--- src/rtl/sr_cmd_gen.sv ---
// sr_cmd_gen: turns level requests (set/rst/pre/clr) into clean, mutually
// exclusive, width-controlled pulses for an SR flip-flop with preset/clear,
// and issues a power-on clear after reset.
// Ports: clk, rst_n (sync, active-low); set_req/rst_req/pre_req/clr_req level
// requests (rising edge = event); S/R/preset/clr registered commands, at most
// one high; busy = FSM not IDLE; conflict = one-cycle pulse when set and rst
// collide and both are dropped.
// Optional: define SR_CMD_GEN_SYNC_EN to add a 2-flop synchronizer per request
// (request-to-output latency 3 cycles instead of 1).
module sr_cmd_gen #(
  parameter int INIT_CYCLES = 4,
  parameter int PULSE_W     = 2,
  parameter int GUARD_W     = 1
) (
  input  logic clk,
  input  logic rst_n,
  input  logic set_req,
  input  logic rst_req,
  input  logic pre_req,
  input  logic clr_req,
  output logic S,
  output logic R,
  output logic preset,
  output logic clr,
  output logic busy,
  output logic conflict
);

  localparam int MAX_W = (INIT_CYCLES > PULSE_W)
                         ? ((INIT_CYCLES > GUARD_W) ? INIT_CYCLES : GUARD_W)
                         : ((PULSE_W > GUARD_W) ? PULSE_W : GUARD_W);
  localparam int CW = $clog2(MAX_W) + 1;

  // INIT counts down from INIT_CYCLES so clr stays up for INIT_CYCLES cycles
  // after the first edge that samples rst_n high.
  localparam logic [CW-1:0] INIT_LD  = CW'(INIT_CYCLES);
  localparam logic [CW-1:0] PULSE_LD = CW'(PULSE_W - 1);
  localparam logic [CW-1:0] GUARD_LD = CW'(GUARD_W - 1);

  // Bit positions in the request / pending vectors.
  localparam int K_RST = 0;
  localparam int K_SET = 1;
  localparam int K_PRE = 2;
  localparam int K_CLR = 3;

  typedef enum logic [1:0] {ST_INIT, ST_IDLE, ST_PULSE, ST_GUARD} state_t;
  typedef enum logic [1:0] {CMD_RST, CMD_SET, CMD_PRE, CMD_CLR} cmd_t;

  state_t        state, state_nx;
  cmd_t          cmd, cmd_nx;
  logic [CW-1:0] cnt, cnt_nx;
  logic [3:0]    req_raw, req, req_q;
  logic [3:0]    pend, pend_nx;
  logic [3:0]    ev, eff;
  logic          decide;
  logic          conflict_nx;

  assign req_raw = {clr_req, pre_req, set_req, rst_req};

`ifdef SR_CMD_GEN_SYNC_EN
  logic [3:0] sync1, sync2;

  // Synchronizer resets to 1 so a request held through reset is not an edge.
  always_ff @(posedge clk) begin
    if (!rst_n) begin
      sync1 <= '1;
      sync2 <= '1;
    end else begin
      sync1 <= req_raw;
      sync2 <= sync1;
    end
  end

  assign req = sync2;
`else
  assign req = req_raw;
`endif

  always_comb begin
    ev  = req & ~req_q;
    // A clr event wipes every other pending command, including same-cycle ones.
    eff = ev[K_CLR] ? 4'b1000 : (pend | ev);

    state_nx    = state;
    cmd_nx      = cmd;
    cnt_nx      = cnt;
    pend_nx     = eff;
    conflict_nx = 1'b0;
    decide      = 1'b0;

    case (state)
      ST_INIT: begin
        pend_nx = '0;
        if (cnt == '0) state_nx = ST_IDLE;
        else           cnt_nx   = cnt - CW'(1);
      end
      ST_IDLE: decide = 1'b1;
      ST_PULSE: begin
        if (cnt == '0) begin
          state_nx = ST_GUARD;
          cnt_nx   = GUARD_LD;
        end else begin
          cnt_nx = cnt - CW'(1);
        end
      end
      ST_GUARD: begin
        // The IDLE service decision is taken on the last guard cycle, so
        // back-to-back pulses are separated by exactly GUARD_W low cycles.
        if (cnt == '0) begin
          state_nx = ST_IDLE;
          decide   = 1'b1;
        end else begin
          cnt_nx = cnt - CW'(1);
        end
      end
      default: state_nx = ST_INIT;
    endcase

    if (decide) begin
      if (eff[K_CLR]) begin
        state_nx = ST_PULSE;
        cmd_nx   = CMD_CLR;
      end else if (eff[K_PRE]) begin
        state_nx = ST_PULSE;
        cmd_nx   = CMD_PRE;
      end else if (eff[K_SET] && eff[K_RST]) begin
        // Ambiguous set+rst: drop both, flag it, no pulse.
        pend_nx[K_SET] = 1'b0;
        pend_nx[K_RST] = 1'b0;
        conflict_nx    = 1'b1;
      end else if (eff[K_SET]) begin
        state_nx = ST_PULSE;
        cmd_nx   = CMD_SET;
      end else if (eff[K_RST]) begin
        state_nx = ST_PULSE;
        cmd_nx   = CMD_RST;
      end
      if (state_nx == ST_PULSE) begin
        cnt_nx          = PULSE_LD;
        pend_nx[cmd_nx] = 1'b0;
      end
    end
  end

  always_ff @(posedge clk) begin
    if (!rst_n) begin
      state    <= ST_INIT;
      cmd      <= CMD_CLR;
      cnt      <= INIT_LD;
      pend     <= '0;
      req_q    <= '1;
      S        <= 1'b0;
      R        <= 1'b0;
      preset   <= 1'b0;
      clr      <= 1'b1;
      conflict <= 1'b0;
    end else begin
      state    <= state_nx;
      cmd      <= cmd_nx;
      cnt      <= cnt_nx;
      pend     <= pend_nx;
      req_q    <= req;
      // Outputs are decoded from the next state so they leave a flop directly.
      S        <= (state_nx == ST_PULSE) && (cmd_nx == CMD_SET);
      R        <= (state_nx == ST_PULSE) && (cmd_nx == CMD_RST);
      preset   <= (state_nx == ST_PULSE) && (cmd_nx == CMD_PRE);
      clr      <= (state_nx == ST_INIT) ||
                  ((state_nx == ST_PULSE) && (cmd_nx == CMD_CLR));
      conflict <= conflict_nx;
    end
  end

  assign busy = (state != ST_IDLE);

endmodule

--- config.mk ---
export PLATFORM = sky130hd
export DESIGN_NAME = sr_cmd_gen
export DESIGN_NICKNAME = d
export VERILOG_FILES = /design/src/rtl/sr_cmd_gen.sv
export SDC_FILE = /design/constraint.sdc
export NUM_CORES = 1
export LEC_CHECK = 0
export ABC_AREA = 1
export BUFFER_PORTS_ARGS = -buffer_cell sky130_fd_sc_hd__buf_2
export CAP_MARGIN = 15
export CORE_ASPECT_RATIO = 1.5
export CORE_MARGIN = 5
export CORE_UTILIZATION = 46
export DETAILED_ROUTE_END_ITERATION = 8
export PLACE_DENSITY = 0.62
export SETUP_SLACK_MARGIN = 0.1
export SLEW_MARGIN = 30
export SYNTH_ARGS = -nofsm -noshare
export SYNTH_HDL_FRONTEND = slang
export SYNTH_SLANG_ARGS = --single-unit
--- constraint.sdc ---
create_clock -name clk -period 3.5 [get_ports clk]
set_input_delay 0.7 -clock clk [delete_from_list [all_inputs] [get_ports clk]]
set_output_delay 0.7 -clock clk [all_outputs]
set_load 0.02 [all_outputs]
# Word-level counts from Yosys, hierarchy flattened
# Index checks and enable logic that the tools add are counted.
# classes
n_addsub,1
multipliers,0
div_mod_pow,0
magnitude_cmp,2
eq_ne,9
shifts,0
mux,35
bitwise,7
n_reduce_logical,13
# op_table
cell,n
$mux 2,20
$mux 4,4
$eq 2x2->1 const B,6
$mux 3,4
$and 4x4->4,2
$not 4->4,2
$logic_and 1x1->1,6
$logic_not 2->1,3
$pmux 3 s2,1
$eq 2x1->1 const B,2
$or 4x4->4,1
$pmux 2 s2,1
$reduce_or 4->1,1
$logic_not 3->1,1
$lt 2x3->1 const B,1
$mux 1,3
$sub 3x1->3 const B,1
$demux 1 s2,1
$ge 2x1->1 const B,1
$ne 2x1->1 const B,1
$not 1->1,2
$pmux 1 s2,1
$reduce_or 2->1,1
$logic_or 1x1->1,1
# word_totals
reg_bits,20
latch_bits,0
mem_bits_rw,0
romBits,0
input_bits,6
out_inout_bits,6
wordCells,77
memories,0

# Logic depth before layout (Yosys ltp)
# Gate-level depths: netlist of run 1.
# depth
depth_word,18
depth_mapped,12

# Worst setup path after synthesis of run 1
# OpenSTA, ideal clock, no wires.
# synth_path
path_type,reg2reg
from,reg state[1]
to,reg clr
t_arrival_ns,1.485
setup_slack_ns,1.894
path_stages_with_launch,10
path_buffers,0
synth_period_minus_slack_ns,1.606
path_cell_list,dfxtp_1 inv_1 ha_1 inv_2 nand2_4 or2_2 nand2_2 inv_1 nand3_1 a21oi_2
# synth_between
elab_chain_len,13
# synth_lines
item,line,rtl
start: declaration,49,"state_t state, state_nx;"
start signal: assignment,158,state <= state_nx;
$eq 2x2->1 or $logic_not 2->1 (tied branches),91,case (state)
$reduce_or 2->1 (no line),--,
$pmux 2 s2,91,
$mux 2,134,end else if (eff[K_RST]) begin
$mux 2,131,end else if (eff[K_SET]) begin
$mux 2,126,end else if (eff[K_SET] && eff[K_RST]) begin
$mux 2,123,end else if (eff[K_PRE]) begin
$mux 2,120,if (eff[K_CLR]) begin
$mux 2 (2 in series),119,if (decide) begin
$eq 2x2->1,168,((state_nx == ST_PULSE) && (cmd_nx == CMD_CLR));
$logic_and 1x1->1,168,
$logic_or 1x1->1 *,167,clr <= (state_nx == ST_INIT) ||
end signal: assignment,167,
end: declaration,24,"output logic clr,"
# Mark *: on every way between the ends. The rest lies on a longest branch, timed or not. The select of a mux whose other input is x is not followed.
# A chain may end at the register's enable or synchronous reset.

# Worst setup path after layout of run 1
# layout_path
from,reg state[1]
to,out busy
# layout_between
elab_chain_len,1
# layout_lines
item,line,rtl
$ne 2x1->1,173,assign busy = (state != ST_IDLE);
end: declaration,25,"output logic busy,"
# No other way between the ends.

==> results of run 1 <==
metal layers:
metal	vias to the layer above	routed length [um]
met3	6	66
met4	0	48
met5	-	0
met2	12	1110
met1	401	801
li1	477	-
path summary, 6_finish.rpt:
check | startpoint | end | cells past startpoint
worst min register to register | cnt[1] | cnt[1] | 2
worst max register to register | state[1] | clr | 9
worst min-delay path | cnt[1] | cnt[1] | 2
worst max-delay path | state[1] | busy | 4
sequential cells by signal (all words and copies together), names as in the netlist:
signal and cells:
pend 4, req_q 4, cnt 3, cmd 2, state 2, R 1, S 1, clr 1
conflict 1, preset 1
logic make-up after synthesis:
logic type | after synthesis | share of synthesized area, %
buf+inv | 26 | 9.17
xor+xnor | 1 | 0.813
flops | 20 | 37.2
compound gates | 16 | 10.6
fa+ha+maj | 7 | 8.13
simple gates | 73 | 34.1
cells in the final DEF (no fill, tap or decap), drive strengths merged, types with 4 or more instances in the layout:
cell type | Yosys | final
inv | 24 | 24
buf | 1 | 11
a21oi | 10 | 10
nand3 | 12 | 12
clkbuf | 0 | 4
nand2 | 34 | 34
nor2 | 17 | 17
ha | 7 | 7
dfxtp | 20 | 20
worst max-delay path, stage by stage, from the launching register on:
cell and delay [ns]:
dfxtp_1 0.40, inv_1 0.10, ha_1 0.26, inv_2 0.18, buf_2 0.19
power breakdown:
part / leakage (nW) / total [mW] / internal, mW / switching (mW)
Combinational: 0.414 / 0.363 / 0.136 / 0.227
Clock: 0.0210 / 0.132 / 0.0634 / 0.0689
Sequential: 0.164 / 0.280 / 0.262 / 0.0183
Total: 0.599 / 0.776 / 0.462 / 0.314
per-stage QoR:
stage	utilization [%]	hold slack, ns	worst slack, ns	area (sq um)
after CTS	53.4	0.532	1.34	1190
after floorplan	-	0.472	1.89	1080
final	53.4	0.531	1.36	1190
after global placement	51.8	0.496	1.71	1160
after global routing	53.4	0.563	1.27	1190
after detailed placement	51.8	0.505	1.68	1160
cell type report:
cell class	instances	area, sq um
repair buffers	11	55.1
flip-flops and latches	20	400
well taps	23	28.8
inverters	25	93.8
fillers	227	1040
clock buffers	4	36.3
multi-input cells	97	578
==> summary.md, run 1 <==
| Metric | Value |
|---|---|
| Status | `complete, no violations` |
| Met1 Use GR | `12.5%` |
| Initial Util | `48.2%` |
| Clock sink count | `20` |
| GPL Wtd Cong | `just under 0.9` |
| Synthesized cell area | `1080 sq um` |
| Clk root buf | `clkbuf_4` |
| Clock slew seen by the registers of the worst setup and hold paths | `0.11 ns` |
| Final WL | `2030 um` |
| Crit path kind | `register to primary output` |
| Yosys reg bits | `20` |
| Met2 GRT Util | `between 20 and 25%` |
| Yosys Warn Count | `0` |
| Drc violations | `0` |
| Final hold vios | `0` |
| LEAKAGE | `0.599 nW` |
| Most numerous cell in the Yosys netlist | `nand2_1` |
| Fmax | `~0.47 GHz` |
| Post-layout power | `0.776 mW` |
| Vias/cell | `approximately 5.0` |
| Post-route minimum period | `between 2 and 2.5 ns` |
| Htree depth | `1` |
| Post-synth top area cell | `dfxtp_1` |
| Syn Inst Count | `143` |
| Synth top cells by count | `nand2_1, dfxtp_1, inv_1, nor2_1, nand3_1` |
| Total GRT Usage | `between 10% and 20%` |
| Max cap viols | `0` |
| Worst-margin pin slew | `0.314 ns` |
| Fin crit share | `61.1%` |
| Cts bufs inserted | `3` |
| Arr. time, crit path | `1.44 ns` |
| Count of different cell masters after synthesis | `30` |
| Worst hold path class | `register to register` |
| # nets final | `171` |
| Nature of the critical path startpoint | `register` |
| Vias | `896` |
| Max transition margin | `78.9%` |
| First-pass GRT wire length | `about 3600 um` |
| Final ANT Viol Nets | `0` |
| Worst Setup End Kind | `primary output` |
| Most Crowded Layer GR | `met2` |
| Fraction of layout cells with a size suffix above 1 | `26.1%` |
| CTS resizes | `0` |
| Clk_skew | `0.00321 ns` |
| Syn avg cell area | `roughly 7.5 sq um` |
| GR Overflow Total | `0` |
| Register area share after synthesis | `37.2%` |
| Worst-skew pair later-pin latency | `0.30 ns` |
| GR Layer Usage met3 | `2.58%` |
| Reg2Reg Setup Slack | `1.75 ns` |
| Post-detail-place hpwl | `1700 um` |
| Post-CTS Setup Inserts | `0` |
| RSZ-0062 raised after global routing | `false` |
| Pwr Density | `approximately 650 nW/um^2` |
| WP data required | `2.80 ns` |
| Ports | `12` |
| CP max FO | `8` |
| Clk buf depth | `2` |
| Antenna diodes | `0` |
| Area contributors post-synth | `dfxtp_1, nand2_1, ha_1` |
| Synthesized net count | `156` |
| Hold buffers post-CTS | `0` |
| Antenna violations before repair | `0` |
| Number of global-route vias before repair | `917` |
| # port buffers | `11` |
| Pre-antenna DRT Iters | `4` |
| Peak supply drop | `~0.00034 V` |
| CTS tree | `built` |
| Drt wl/cell | `11.3 um` |
| Dpl cells | `176` |
| 1st-iter DRT viols | `15` |
| Largest net degree at the start of global routing | `12` |
| Final setup fails | `0` |
| Row Count | `21` |
| Die width | `49.5 um` |
| Synth Flop Type | `dfxtp_1` |
| Post-synth top area share | `between 30% and 40%` |
| Max-slew violations | `0` |
| Area grow syn2layout | `10.7%` |
| Fin cells | `180` |
| Die Ht | `69.3 um` |
| Fin Setup TNS | `0 ns` |
| Post-synth ARST share | `0%` |
| Die ar. | `3430 sq um` |
| Post-synth EDFFs | `0` |
| CORE AREA | `2230 sq um` |
Note: power is estimated with default switching activity, not from simulation.
==> run 2, diff against run 1 <==
--- a/config.mk
+++ b/config.mk
@@ -12,7 +12,7 @@
 export CORE_MARGIN = 5
 export CORE_UTILIZATION = 46
 export DETAILED_ROUTE_END_ITERATION = 8
-export PLACE_DENSITY = 0.62
+export PLACE_DENSITY = 0.65
 export SETUP_SLACK_MARGIN = 0.1
 export SLEW_MARGIN = 30
 export SYNTH_ARGS = -nofsm -noshare
==> constraint.sdc (replaced) <==
create_clock -name clk -period 1.85 [get_ports clk]
set_input_delay 0.37 -clock clk [delete_from_list [all_inputs] [get_ports clk]]
set_output_delay 0.37 -clock clk [all_outputs]
set_load 0.02 [all_outputs]
==> summary.md, run 2 (synthesis results as in run 1) <==
| Metric | Value |
|---|---|
| CP max FO | `6` |
| Vias/cell | `5.05` |
| Total GRT Usage | `13.5%` |
| Min-delay src | `set_req` |
| CP max stage delay | `0.37 ns` |
| Worst hold path cell count | `3` |
| Worst-skew pair later-pin latency | `0.32 ns` |
| Pwr Density | `between 1000 and 1500 nW/um^2` |
| Fin crit share | `91.4%` |
| RSZ-0062 raised after global routing | `true` |
| Start of the worst register-to-register path | `state[1]` |
| Drc violations | `0` |
| # nets final | `173` |
| Worst Setup End Kind | `primary output` |
| Final ANT Viol Nets | `0` |
| GPL Wtd Cong | `0.784` |
| Post-detail-place hpwl | `1670 um` |
| Fmax | `0.592 GHz` |
| Worst-margin pin slew | `0.360 ns` |
| Die Ht | `69.3 um` |
| Final core area utilization | `a little under three fifths` |
| Multi-input logic area | `614 sq um` |
| Clk root buf | `clkbuf_4` |
| Max transition margin | `between 70% and 80%` |
| Finished Cell Area | `1270 sq um` |
| First-pass GRT wire length | `3740 um` |
| Cts bufs inserted | `3` |
| LEAKAGE | `0.620 nW` |
| Clk buf depth | `2` |
| Post-layout power | `~1.7 mW` |
| Peak supply drop | `0.000773 V` |
| Nature of the critical path startpoint | `register` |
| Placement Cell Area | `1160 sq um` |
| Post-route minimum period | `1.69 ns` |
| Number of global-route vias before repair | `roughly 930` |
| Sequential cell area | `405 sq um` |
| Commonest non-fill, non-tap cell in the layout | `nand2_1` |
| Row Count | `21` |
| Fraction of layout cells with a size suffix above 1 | `between 30% and 40%` |
| Drt wl/cell | `~12 um` |
| Reg2Reg Setup Slack | `0.20 ns` |
| Clk_skew | `about 0.011 ns` |
| Status | `complete, no violations` |
| Reg2Reg Depth | `10` |
| Arr. time, crit path | `1.32 ns` |
| Ports | `12` |
| CP max stage cell | `dfxtp_2` |
| Max-slew violations | `0` |
| Vias | `920` |
| Hold buffers post-CTS | `0` |
| WP data required | `1.48 ns` |
| Die ar. | `3430 sq um` |
| 1st-iter DRT viols | `29` |
| Setup ws final | `0.159 ns` |
| CP cell instances | `inv_1, ha_4, inv_2, buf_4` |
| Pre-antenna DRT Iters | `4` |
| Crit path kind | `register to primary output` |
| Final hold vios | `0` |
| Worst hold path class | `primary input to register` |
| CTS tree | `built` |
| Clock slew seen by the registers of the worst setup and hold paths | `0.13 ns` |
| Final WL | `2200 um` |
| Clock sink count | `20` |
| End of the worst hold path | `req_q[1]` |
| Antenna diodes | `0` |
| GR Overflow Total | `0` |
| Most frequent cells in the layout | `nand2_1, dfxtp_1, inv_1` |
| Die width | `a little under 50 um` |
| Max cap viols | `0` |
| Antenna violations before repair | `0` |
| # port buffers | `11` |
| Worst slack, placed | `0.125 ns` |
| CORE AREA | `2230 sq um` |
| Largest registers | `pend (4), req_q (4), cnt (3)` |
| Initial Util | `48.2%` |
| Fin Setup TNS | `0 ns` |
| Area grow syn2layout | `18.0%` |
| Htree depth | `1` |
| Fillers | `230` |
| R2R Path End | `pend[1]` |
| Final setup fails | `0` |
| Largest net degree at the start of global routing | `13` |
run 2: cell count changes in the layout (fill, tap and decap cells not counted), sizes merged:
cell,change
buf,+2
bufinv,+1
clkbuf,-1
clkinvlp,+1
inv,-1
run 2: where the power goes:
| group | internal [mW] | switching [mW] |
|---|---|---|
| registers | 0.501 | 0.0480 |
| clock network | 0.219 | 0.149 |
| logic | 0.324 | 0.466 |
run 2: metal layers:
| metal | routed length (um) | up-vias | track usage (%) |
|---|---|---|---|
| met2 | 1220 | 12 | 24.2 |
| met5 | 0 | - | 0 |
| li1 | - | 485 | - |
| met3 | 55 | 5 | 2.37 |
| met1 | 872 | 418 | 14.2 |
| met4 | 51 | 0 | 7.29 |
run 2: layout make-up:
cell class,instances,area share (%)
multi-input cells,97,48.3
flip-flops and latches,20,31.9
inverters,25,7.68
repair buffers,13,5.71
clock inverters,1,2.36
well taps,23,2.26
clock buffers,3,1.77
run 2: per-stage QoR:
step,hold slack (ns),instances
floorplan,0.457,143
global placement,0.487,176
detailed placement,0.502,176
CTS,0.265,181
global route,0.271,182
finish,0.257,182
run 2: what timing repair did:
| action | in CTS | in global routing |
|---|---|---|
| endpoints found under the setup margin | 1 | 10 |
| hold endpoints to repair | 0 | 0 |
| resized for setup | 1 | 12 |
| buffers inserted | 1 | 1 |
| pin swaps | 0 | 1 |
run 2: worst max-delay path by stage:
| stage | from | end | slack, ns | cells past startpoint |
|---|---|---|---|---|
| after floorplan | state[1] | clr | 0.24 | 9 |
| after global placement | state[1] | pend[1] | 0.13 | 10 |
| after detailed placement | state[1] | pend[1] | 0.13 | 10 |
| after CTS | state[0] | pend[1] | 0.11 | 10 |
| after global routing | state[0] | cnt[2] | 0.05 | 10 |
| final | state[1] | busy | 0.16 | 4 |
run 2: worst max-delay path: cells and delay by family, from the launching register on:
family | cells | cell delay (ns)
buffers and inverters | 3 | 0.42
adders and majority gates | 1 | 0.21
DFF | 1 | 0.37
==> run 3, diff against run 2 <==
--- a/config.mk
+++ b/config.mk
@@ -12,7 +12,8 @@
 export CORE_MARGIN = 5
 export CORE_UTILIZATION = 46
 export DETAILED_ROUTE_END_ITERATION = 8
-export PLACE_DENSITY = 0.65
+export PLACE_DENSITY = 0.71
+export RECOVER_POWER = 100
 export SETUP_SLACK_MARGIN = 0.1
 export SLEW_MARGIN = 30
 export SYNTH_ARGS = -nofsm -noshare
==> summary.md, run 3 (synthesis results as in run 1) <==
| Metric | Value |
|---|---|
| CP cell instances | `inv_2, ha_4, inv_1, buf_4` |
| Peak supply drop | `0.000815 V` |
| Post-detail-place hpwl | `approximately 1600 um` |
| Fillers | `219` |
| Drt wl/cell | `11.7 um` |
| Max transition margin | `70.9%` |
| Initial Util | `48.2%` |
| # port buffers | `11` |
| CTS tree | `built` |
| Worst hold path class | `primary input to register` |
| Drc violations | `0` |
| Area grow syn2layout | `14.8%` |
| Antenna diodes | `0` |
| Vias | `928` |
| CP max FO | `6` |
| CP max stage delay | `around 0.38 ns` |
| Clk_skew | `around 0.0085 ns` |
| Worst-skew pair later-pin latency | `0.31 ns` |
| 1st-iter DRT viols | `13` |
| Top delay family on crit path | `buffers and inverters` |
| Largest registers | `pend (4), req_q (4), cnt (3)` |
| First-pass GRT wire length | `3630 um` |
| Final core area utilization | `55.4%` |
| Ports | `12` |
| Clk buf depth | `2` |
| Hold buffers post-CTS | `0` |
| CP bufs+invs | `3` |
| Worst Setup End Kind | `primary output` |
| Row Count | `21` |
| Nature of the critical path startpoint | `register` |
| Reg2Reg Depth | `11` |
| Vias/cell | `5.10` |
| Most frequent cells in the layout | `nand2_1, dfxtp_1, inv_1` |
| Fmax | `0.578 GHz` |
| Largest net degree at the start of global routing | `13` |
| Pwr Density | `1350 nW/um^2` |
| Worst hold path cell count | `3` |
| Commonest non-fill, non-tap cell in the layout | `nand2_1` |
| Clk root buf | `clkbuf_4` |
| GPL Wtd Cong | `slightly below 0.8` |
| GR Overflow Total | `0` |
| Htree depth | `1` |
| Status | `complete, no violations` |
| Final ANT Viol Nets | `0` |
| Final hold vios | `0` |
| Die ar. | `3430 sq um` |
| LEAKAGE | `between 0.5 and 0.6 nW` |
| Total GRT Usage | `roughly an eighth` |
| # nets final | `173` |
| Clock slew seen by the registers of the worst setup and hold paths | `0.12 ns` |
| Antenna violations before repair | `0` |
| Cts bufs inserted | `3` |
| RSZ-0062 raised after global routing | `true` |
| Final setup fails | `0` |
| Sequential cell area | `just over 400 sq um` |
| Die width | `roughly 50 um` |
| Die Ht | `a little under 70 um` |
| Worst-margin pin slew | `0.437 ns` |
| CORE AREA | `2230 sq um` |
| Pre-antenna DRT Iters | `3` |
| Number of global-route vias before repair | `~940` |
| CP max stage cell | `dfxtp_2` |
| Post-route minimum period | `~1.7 ns` |
| Clock sink count | `20` |
| Fin Setup TNS | `0 ns` |
| Max-slew violations | `0` |
| Arr. time, crit path | `1.36 ns` |
| Fraction of layout cells with a size suffix above 1 | `27.7%` |
| Fin crit share | `93.6%` |
| Final WL | `between 2000 and 2500 um` |
| WP data required | `~1.5 ns` |
| Multi-input logic area | `592 sq um` |
| Max cap viols | `0` |
| WP depth | `4` |
| Crit path kind | `register to primary output` |
## run 3: cell count changes in the layout (fill, tap and decap cells not counted), sizes merged
cell,before,now
buf,13,7
clkbuf,3,9
clkinvlp,1,0
inv,23,24
## run 3: cell type report
type                            instances  share of cell area, %
Multi-Input combinational cell         97                   47.9
Sequential cell                        20                   32.7
Inverter                               25                   7.59
Timing Repair Buffer                   13                   5.26
Clock inverter                          1                   2.43
Tap cell                               23                   2.33
Clock buffer                            3                   1.82
## run 3: worst min-delay path, stage by stage
cell and delay (ns):
buf_2 0.07, inv_1 0.06, nand2_1 0.05
## run 3: per-layer routing
metal | global-route usage, % | vias up | part of all wire (%)
met3 | 1.94 | 7 | 2.3
met5 | 0 | - | 0
met2 | 24.7 | 11 | 53
li1 | - | 483 | -
met4 | 7.00 | 0 | 3.5
met1 | 13.0 | 427 | 41
## run 3: through the flow
| stage | power [mW] | hold slack (ns) | instances | setup WS, ns | instance area [sq um] |
|---|---|---|---|---|---|
| floorplan | 1.09 | 0.457 | 143 | 0.244 | 1080 |
| detailed placement | 1.23 | 0.504 | 176 | 0.131 | 1160 |
| CTS | 1.60 | 0.258 | 181 | 0.107 | 1220 |
| finish | 1.67 | 0.268 | 182 | 0.119 | 1240 |
| global placement | 1.20 | 0.490 | 176 | 0.174 | 1160 |
| global route | 1.81 | 0.251 | 182 | 0.0456 | 1240 |
## run 3: final timing paths
kind / start / endpoint / slack [ns]
min: set_req / req_q[1] / 0.27
max: state[1] / busy / 0.12
min reg2reg: cnt[1] / cnt[1] / 0.52
max reg2reg: cnt[0] / cnt[0] / 0.17
## run 3: repair_timing
| action | CTS | global route |
|---|---|---|
| gates resized for setup | 1 | 15 |
| setup buffers | 1 | 1 |
| pin swaps | 0 | 2 |
| endpoints found under the setup margin | 1 | 10 |
## run 3: report_power, final
| part | internal, mW | switching (mW) |
|---|---|---|
| sequential | 0.501 | 0.0469 |
| combinational | 0.312 | 0.457 |
| clock | 0.219 | 0.137 |
| total | 1.03 | 0.641 |
